$ cat config.mk
export PLATFORM = sky130hd
export DESIGN_NAME = alu_sequencer
export DESIGN_NICKNAME = d
export VERILOG_FILES = /design/src/rtl/alu_seq_pkg.sv /design/src/rtl/alu_regfile.sv /design/src/rtl/alu_sequencer.sv
export SDC_FILE = /design/constraint.sdc
export NUM_CORES = 1
export LEC_CHECK = 0
export CORE_MARGIN = 4
export CORE_UTILIZATION = 60
export CTS_BUF_LIST = sky130_fd_sc_hd__clkbuf_4
export DETAILED_ROUTE_END_ITERATION = 12
export GPL_TIMING_DRIVEN = 0
export PLACE_DENSITY = 0.82
export SLEW_MARGIN = 40
export SYNTH_ARGS = -nofsm -noshare
export SYNTH_HDL_FRONTEND = slang
export SYNTH_SLANG_ARGS = --single-unit
$ cat constraint.sdc
create_clock -name clk -period 18.3 [get_ports clk]
set_input_delay 3.66 -clock clk [delete_from_list [all_inputs] [get_ports clk]]
set_output_delay 3.66 -clock clk [all_outputs]
set_load 0.03 [all_outputs]
$ cat src/rtl/alu_seq_pkg.sv
// Shared constants for the ALU sequencer: opcodes, FSM states and default sizes.
package alu_seq_pkg;

  localparam int SEQ_DATA_W = 16;
  localparam int SEQ_NREGS  = 16;
  localparam int SEQ_IDX_W  = $clog2(SEQ_NREGS);
  localparam int SEQ_OP_W   = 5;

  localparam logic [4:0] OP_ADD  = 5'd0;
  localparam logic [4:0] OP_SUB  = 5'd1;
  localparam logic [4:0] OP_CMP  = 5'd2;
  localparam logic [4:0] OP_AND  = 5'd3;
  localparam logic [4:0] OP_OR   = 5'd4;
  localparam logic [4:0] OP_XOR  = 5'd5;
  localparam logic [4:0] OP_NOT  = 5'd6;
  localparam logic [4:0] OP_LSH  = 5'd7;
  localparam logic [4:0] OP_RSH  = 5'd8;
  localparam logic [4:0] OP_ARSH = 5'd9;
  localparam logic [4:0] OP_LAST = OP_ARSH;

  typedef enum logic [1:0] {
    ST_IDLE = 2'd0,
    ST_READ = 2'd1,
    ST_EXEC = 2'd2,
    ST_WB   = 2'd3
  } seq_state_e;

endpackage

$ cat src/rtl/alu_regfile.sv
// Register file for the ALU sequencer: two operand read ports, a debug read port,
// one synchronous write port and an asynchronous clear.
module alu_regfile
  import alu_seq_pkg::*;
#(
  parameter int DATA_W = SEQ_DATA_W,
  parameter int NREGS  = SEQ_NREGS,
  parameter int IDX_W  = $clog2(NREGS)
) (
  input  logic              i_clk,
  input  logic              i_reset,
  input  logic              i_we,
  input  logic [IDX_W-1:0]  i_waddr,
  input  logic [DATA_W-1:0] i_wdata,
  input  logic [IDX_W-1:0]  i_raddr_a,
  output logic [DATA_W-1:0] o_rdata_a,
  input  logic [IDX_W-1:0]  i_raddr_b,
  output logic [DATA_W-1:0] o_rdata_b,
  input  logic [IDX_W-1:0]  i_dbg_addr,
  output logic [DATA_W-1:0] o_dbg_rdata
);

  logic [DATA_W-1:0] r_mem [NREGS];

  always_ff @(posedge i_clk or posedge i_reset) begin
    if (i_reset) begin
      for (int i = 0; i < NREGS; i++) r_mem[i] <= '0;
    end else if (i_we) begin
      r_mem[i_waddr] <= i_wdata;
    end
  end

  assign o_rdata_a   = r_mem[i_raddr_a];
  assign o_rdata_b   = r_mem[i_raddr_b];
  assign o_dbg_rdata = r_mem[i_dbg_addr];

endmodule

$ cat src/rtl/alu_sequencer.sv
// Four-state controller (IDLE/READ/EXEC/WB) that feeds an external ALU from the
// register file and writes back result and flags. Optional feature: ALU_SEQ_IMM_EN.
module alu_sequencer
  import alu_seq_pkg::*;
#(
  parameter int DATA_W = SEQ_DATA_W,
  parameter int NREGS  = SEQ_NREGS,
  parameter int OP_W   = SEQ_OP_W
) (
  input  logic                     clk,
  input  logic                     reset,
  input  logic                     instr_valid,
  output logic                     instr_ready,
  input  logic [OP_W-1:0]          instr_op,
  input  logic [$clog2(NREGS)-1:0] instr_rdest,
  input  logic [$clog2(NREGS)-1:0] instr_rsrc,
  input  logic                     instr_imm_sel,
  input  logic [7:0]               instr_imm,
  output logic [DATA_W-1:0]        alu_rsrc,
  output logic [DATA_W-1:0]        alu_rdest,
  output logic [OP_W-1:0]          alu_opcode,
  input  logic [DATA_W-1:0]        alu_out,
  input  logic [4:0]               alu_flags,
  output logic                     done,
  output logic                     err,
  output logic [DATA_W-1:0]        result,
  output logic [4:0]               psr,
  input  logic                     dbg_we,
  input  logic [$clog2(NREGS)-1:0] dbg_addr,
  input  logic [DATA_W-1:0]        dbg_wdata,
  output logic [DATA_W-1:0]        dbg_rdata
);

  localparam int IDX_W = $clog2(NREGS);

  seq_state_e        r_state, w_next;
  logic              r_ready;
  logic [OP_W-1:0]   r_op;
  logic [IDX_W-1:0]  r_rdest, r_rsrc;
  logic [DATA_W-1:0] r_alu_rdest, r_alu_rsrc, r_result;
  logic [OP_W-1:0]   r_alu_opcode;
  logic [4:0]        r_flags_pend, r_psr;

  logic              w_accept, w_legal, w_wb_we, w_psr_we, w_dbg_we;
  logic              w_done, w_err, w_rf_we;
  logic [IDX_W-1:0]  w_rf_waddr;
  logic [DATA_W-1:0] w_rf_wdata, w_rd_a, w_rd_b, w_src;

  assign w_legal = (r_op <= OP_W'(OP_LAST));

  always_comb begin
    w_next   = r_state;
    w_accept = 1'b0;
    w_done   = 1'b0;
    w_err    = 1'b0;
    w_wb_we  = 1'b0;
    w_psr_we = 1'b0;
    w_dbg_we = 1'b0;
    case (r_state)
      ST_IDLE: begin
        w_dbg_we = dbg_we;
        if (instr_valid && r_ready) begin
          w_accept = 1'b1;
          w_next   = ST_READ;
        end
      end
      ST_READ: w_next = ST_EXEC;
      ST_EXEC: w_next = ST_WB;
      ST_WB: begin
        w_done   = 1'b1;
        w_err    = ~w_legal;
        w_psr_we = w_legal;
        w_wb_we  = w_legal && (r_op != OP_W'(OP_CMP));
        w_next   = ST_IDLE;
      end
      default: w_next = ST_IDLE;
    endcase
  end

  // Debug writes only happen in IDLE and write-back only in WB, so they never collide.
  assign w_rf_we    = w_wb_we | w_dbg_we;
  assign w_rf_waddr = w_wb_we ? r_rdest : dbg_addr;
  assign w_rf_wdata = w_wb_we ? r_result : dbg_wdata;

  alu_regfile #(
    .DATA_W (DATA_W),
    .NREGS  (NREGS),
    .IDX_W  (IDX_W)
  ) u_regfile (
    .i_clk       (clk),
    .i_reset     (reset),
    .i_we        (w_rf_we),
    .i_waddr     (w_rf_waddr),
    .i_wdata     (w_rf_wdata),
    .i_raddr_a   (r_rdest),
    .o_rdata_a   (w_rd_a),
    .i_raddr_b   (r_rsrc),
    .o_rdata_b   (w_rd_b),
    .i_dbg_addr  (dbg_addr),
    .o_dbg_rdata (dbg_rdata)
  );

`ifdef ALU_SEQ_IMM_EN
  logic       r_imm_sel;
  logic [7:0] r_imm;

  always_ff @(posedge clk or posedge reset) begin
    if (reset) begin
      r_imm_sel <= 1'b0;
      r_imm     <= '0;
    end else if (w_accept) begin
      r_imm_sel <= instr_imm_sel;
      r_imm     <= instr_imm;
    end
  end

  assign w_src = r_imm_sel ? {{(DATA_W-8){r_imm[7]}}, r_imm} : w_rd_b;
`else
  logic w_unused_imm;
  assign w_unused_imm = ^{instr_imm_sel, instr_imm};
  assign w_src        = w_rd_b;
`endif

  always_ff @(posedge clk or posedge reset) begin
    if (reset) begin
      r_state      <= ST_IDLE;
      r_ready      <= 1'b0;
      r_op         <= '0;
      r_rdest      <= '0;
      r_rsrc       <= '0;
      r_alu_rdest  <= '0;
      r_alu_rsrc   <= '0;
      r_alu_opcode <= OP_W'(OP_ADD);
      r_result     <= '0;
      r_flags_pend <= '0;
      r_psr        <= '0;
    end else begin
      r_state <= w_next;
      r_ready <= (w_next == ST_IDLE);
      if (w_accept) begin
        r_op    <= instr_op;
        r_rdest <= instr_rdest;
        r_rsrc  <= instr_rsrc;
      end
      if (r_state == ST_READ) begin
        r_alu_rdest  <= w_rd_a;
        r_alu_rsrc   <= w_src;
        r_alu_opcode <= r_op;
      end
      if (r_state == ST_EXEC) begin
        r_result     <= alu_out;
        r_flags_pend <= alu_flags;
      end
      if (w_psr_we) r_psr <= r_flags_pend;
    end
  end

  assign instr_ready = r_ready;
  assign alu_rdest   = r_alu_rdest;
  assign alu_rsrc    = r_alu_rsrc;
  assign alu_opcode  = r_alu_opcode;
  assign result      = r_result;
  assign psr         = r_psr;
  assign done        = w_done;
  assign err         = w_err;

endmodule

* After elaboration in Yosys (flattened, before gate mapping)
Index checks and enable logic that the tools add are counted.
** Word-level totals
- Bits of input ports :: 67
- Word-level logic and storage cells :: 71
- Flip-flop bits (word level) :: 335
- Output and inout bits :: 77
** Cells by class
- Equality and inequality tests :: 4
- Magnitude comparators :: 6
- Bitwise logic cells :: 6
- Reductions and logical operators :: 5
- Multiplexer cells :: 23
** Operators with widths (count)
- 256-bit bitwise mux :: 1
- 16-bit binary-select mux with 4-bit select :: 3
- 16-bit 2-to-1 mux :: 8
- 16-bit demux with 4-bit select :: 1
- 5-bit >= comparator (second input constant) :: 4
- 4-bit inverter with 5-bit output :: 4
- 2-bit one-hot mux with 4 select lines :: 1
- 1-bit 2-to-1 mux :: 7
- 5-bit by 4-bit <= comparator with 1-bit output (second input constant) :: 1
- 5-bit by 1-bit less-than comparator with 1-bit output (second input constant) :: 1
- 5-bit by 2-bit inequality test with 1-bit output (second input constant) :: 1
- 2-bit == test (second input constant) :: 2
- 2-bit zero test :: 2
- 4-bit 2-to-1 mux :: 1
- 1-bit logical AND :: 3
- 2-bit by 1-bit == test with 1-bit output (second input constant) :: 1
- 2-bit 2-to-1 mux :: 1
- 1-bit inverter :: 1
- 1-bit bitwise OR :: 1

* Longest topological paths before layout
- Word-level depth :: 10
- Gate-level depth with buffers :: 7
- Depth with buffers taken out :: 6

* Modules after synthesis
A second synthesis with hierarchy kept.
** Second synthesis, totals
- Cell total of the unflattened synthesis :: 1197
- Area, all modules :: 18614.1 um^2
** By module, submodules not included
- alu_regfile :: cells each 991, area an instance 15344.7 um^2, times used 1, sequential area each 6406.1 um^2
- alu_sequencer :: cells each 206, area an instance 3269.4 um^2, times used 1, sequential area each 1976.9 um^2

* Worst setup path before layout
Ideal clock, no wire load.
- Kind :: in2out
- Start point :: in dbg_addr[1]
- End point :: out dbg_rdata[0]
- Setup slack :: 9.360 ns
- Arrival :: 5.280 ns
- Buffers on the path :: 3
- Stages on the path :: 5
- Required time :: 14.640 ns
- Cell sequence :: buf_2 > buf_2 > buf_1 > mux4_2 > mux4_2
** On the way
- Cells in the longest elaborated chain, start to end :: 4
** RTL lines
- start: declaration :: line alu_sequencer.sv:29 : input logic [$clog2(NREGS)-1:0] dbg_addr,
- 4-bit inverter with 5-bit output (not written as such) :: line alu_regfile.sv:35 : assign o_dbg_rdata = r_mem[i_dbg_addr];
- 16-bit binary-select mux with 4-bit select :: line alu_regfile.sv:35
- 16-bit 2-to-1 mux (not written as such) (2 in a row) :: line alu_regfile.sv:35
- end: declaration :: line alu_sequencer.sv:31 : output logic [DATA_W-1:0] dbg_rdata
No other way between the ends. The select of a mux whose other input is x is not followed.

* Worst setup path after layout
- Start point :: in dbg_addr[1]
- End point :: out dbg_rdata[9]
The elaborated chain is that of the path after synthesis.

==> impl_metrics.ini <==
[outcome]
status = complete, no violations

[sta]
fin_crit_ps = 9910
hold_viol = 0
finalSetupTns_ps = 0
fmax_mhz = 101
worstMarginPinSlew_ps = 940
clock_skew_ps = 56.7
setup_slack_ps = 8390
maxSlewViolCount = 0
period_share = 0.541
relSlewSlack = 0.373
setup_viol = 0
rsz0062_at_grt = false

[clocking]
clk_latency_ps = 780
hold_buffers = 0
numClockSinks = 335
cts_tree = yes
cts_resized = 0
cts_max_level = 3
clockBufferDepth = 3
clk_pin_slew_worst_paths_ps = 60
cts_root_buf = clkbuf_4
cts_setup_buffers = 0
numCtsBuffers = 90

[drt]
avgViaCountPerCell = 7.26
drc = 0
wirelength_mm = 61.6
avgRoutedWirePerCell_um = 32.9
vias = 13600
first_iter_violations = 1804
antenna_left = 0
drt-pass1-iter-count = 5

[synthesis]
yosysSeqAreaShare = 0.445
ys_ff_latch = 335
syn_area_mm2 = 0.0188
synth.top_cells.by_count = mux2_2, dfrtp_1, mux4_2, o22ai_1, buf_2
synth.most_common_cell = mux2_2
async_reset_ff_frac = 1.00
synth_edf_count = 0
syn_inst = 1186
synth_warnings = 0
synth_area_leaders = dfrtp_1, mux4_2, mux2_2, o22ai_1, buf_2
syn_avg_cell_area_um2 = 15.9
synth_top_area_share = 0.445
synth_cell_types = 37
syn_nets = 1258
yosysTopAreaCell = dfrtp_1
synth_ff_type = dfrtp_1

[pwr]
p_switching_w = 0.00177
combPwrFrac = 0.509
p_leak_nw = 9.29
pwr-share-clk = 0.151
seqPwrFrac = 0.340
sw_frac_of_total = 0.403
max-vdd-ir-drop_uv = 117
p_int_w = 0.00262
p_per_area_mw_per_mm2 = 200

[floorplanning]
die_y_um = 185
die_x_um = 185
die-area_mm2 = 0.0343
start_util = 0.613
io_pins = 144
rows = 64
core_region_area_mm2 = 0.0307

[setup_path]
worstPathCellList = buf_2 > buf_2 > buf_2 > mux4_2 > mux4_2 > clkdlybuf4s50_1
rr_startpoint = r_state[1]$_DFF_PP0_
critPathMaxFanout = 10
r2r-end = alu_rdest[1]$_DFFE_PP0N_
rrSetupSlack_ps = 15410
crit_buf_inv = 4
slowest_delay_ps = 620
cp-end-kind = output port
cp.arrival_ps = 6250
cpMostUsedCell = buf_2
reg2regPathDepth = 6
worstPathRequired_ps = 14640
cp_top_family = buffers and inverters
critPathKind = primary input to output port
start_kind = primary input
slowest_stage = clkdlybuf4s50_1

[worst_hold_path]
hp-class = register to register
hp-start = r_flags_pend[3]$_DFFE_PP0P_
hold_end = r_flags_pend[3]$_DFFE_PP0P_
hold_depth = 1

[grt]
grt_overflow = 0
first_global_vias = 14400
track_usage = 0.371
antenna_found_initial = 1
grt_pass1_wl_mm = 91.6
grt_max_degree = 83

[flow_run]
drv_cap = 0

[placed_design]
gp_congestion = 0.968
portBuffers = 132
pre_cts_ws_ps = 8460
dpl.hpwl_mm = 40.4

[finish]
nets = 1486
area_growth_syn_to_layout_pct = 16.4
fill_cells = 2022
utilization = 0.713
drive_gt1_frac = 0.545
through the flow:
step / hold slack [ps] / std cells / cell area [um2] / total power, W
after floorplan: 477 / 1186 / 18800 / 0.00292
after global placement: 482 / 1714 / 20700 / 0.00359
after detailed placement: 496 / 1718 / 20800 / 0.00367
after CTS: 511 / 1871 / 21900 / 0.00433
after global routing: 528 / 1872 / 21900 / 0.00456
final: 505 / 1872 / 21900 / 0.00439
power groups by stage:
stage	registers [W]	clock network, W	logic [W]
after detailed placement	0.00148	0	0.00219
after global routing	0.00152	0.000706	0.00233
after global placement	0.00145	0	0.00214
final	0.00149	0.000661	0.00223
after CTS	0.00147	0.000664	0.00220
after floorplan	0.00146	0	0.00146
metal layers:
| metal | part of all wire | up-vias | track usage |
|---|---|---|---|
| met5 | 0 | - | 0 |
| met4 | 0.073 | 0 | 0.214 |
| met3 | 0.13 | 298 | 0.139 |
| met2 | 0.45 | 1167 | 0.546 |
| met1 | 0.35 | 6899 | 0.478 |
| li1 | - | 5231 | - |
state kept, by name, summed over array words and instances, names as in the netlist:
register / count
r_flags_pend: 5
alu_opcode: 5
r_rdest: 4
alu_rdest: 16
r_rsrc: 4
r_state: 2
psr: 5
u_regfile.r_mem: 256
alu_rsrc: 16
result: 16
r_op: 5
instr_ready: 1
area by class of cell:
type	count	area, um2	share of cell area
clock inverter	26	143	0.00650
antenna	1	2.50	0.000114
multi-input combinational	736	9850	0.449
buffer	111	654	0.0298
tap	396	495	0.0226
sequential	335	8380	0.382
clock buffer	127	953	0.0435
timing repair buffer	136	1430	0.0653
inverter	4	22.5	0.00103
cells in the final DEF (no fill, tap or decap), types with 2 or more instances in the layout:
master and instances:
nor2_1 20, a21oi_1 34, mux2_2 347, inv_1 3, mux2_4 4, nand4b_1 2, dfrtp_1 335, nand3_1 2
mux4_2 208, buf_4 10, nand2b_1 8, or2_2 2, nor3_1 9, clkdlybuf4s50_1 132, clkinv_1 16, buf_6 14
clkbuf_2 8, clkinv_2 4, buf_16 4, nand2_1 6, buf_2 55, clkbuf_4 127, mux2i_2 6, ha_1 5
o22ai_1 64, inv_2 2, clkbuf_1 19, mux2i_4 6, buf_1 4
worst max-delay path by stage:
stage,depth (start not counted),start,endpoint
final,6,dbg_addr[1],dbg_rdata[9]
after floorplan,1,reset,alu_opcode[0]$_DFFE_PP0N_
after CTS,5,dbg_addr[2],dbg_rdata[9]
after detailed placement,5,dbg_addr[2],dbg_rdata[9]
after global placement,2,reset,result[10]$_DFFE_PP0P_
after global routing,5,dbg_addr[2],dbg_rdata[9]
cell families (layout without fill, tap and decap cells):
group           Yosys count  in the layout  share of synthesized area
buf+inv                 115            404                     0.0344
flops                   335            335                      0.445
mux                     572            572                      0.469
simple gates             57             57                     0.0157
fa+ha+maj                 5              5                    0.00332
compound gates          102            102                     0.0323
other cells               0              1                          0
worst reg2reg max path: stages, from the launching register on:
cell      delay [ps]
dfrtp_1          400
inv_1            110
ha_1             150
clkbuf_1         510
clkbuf_1         600
clkbuf_1         770
a21oi_1          150
Note: power is estimated with default switching activity, not from simulation.
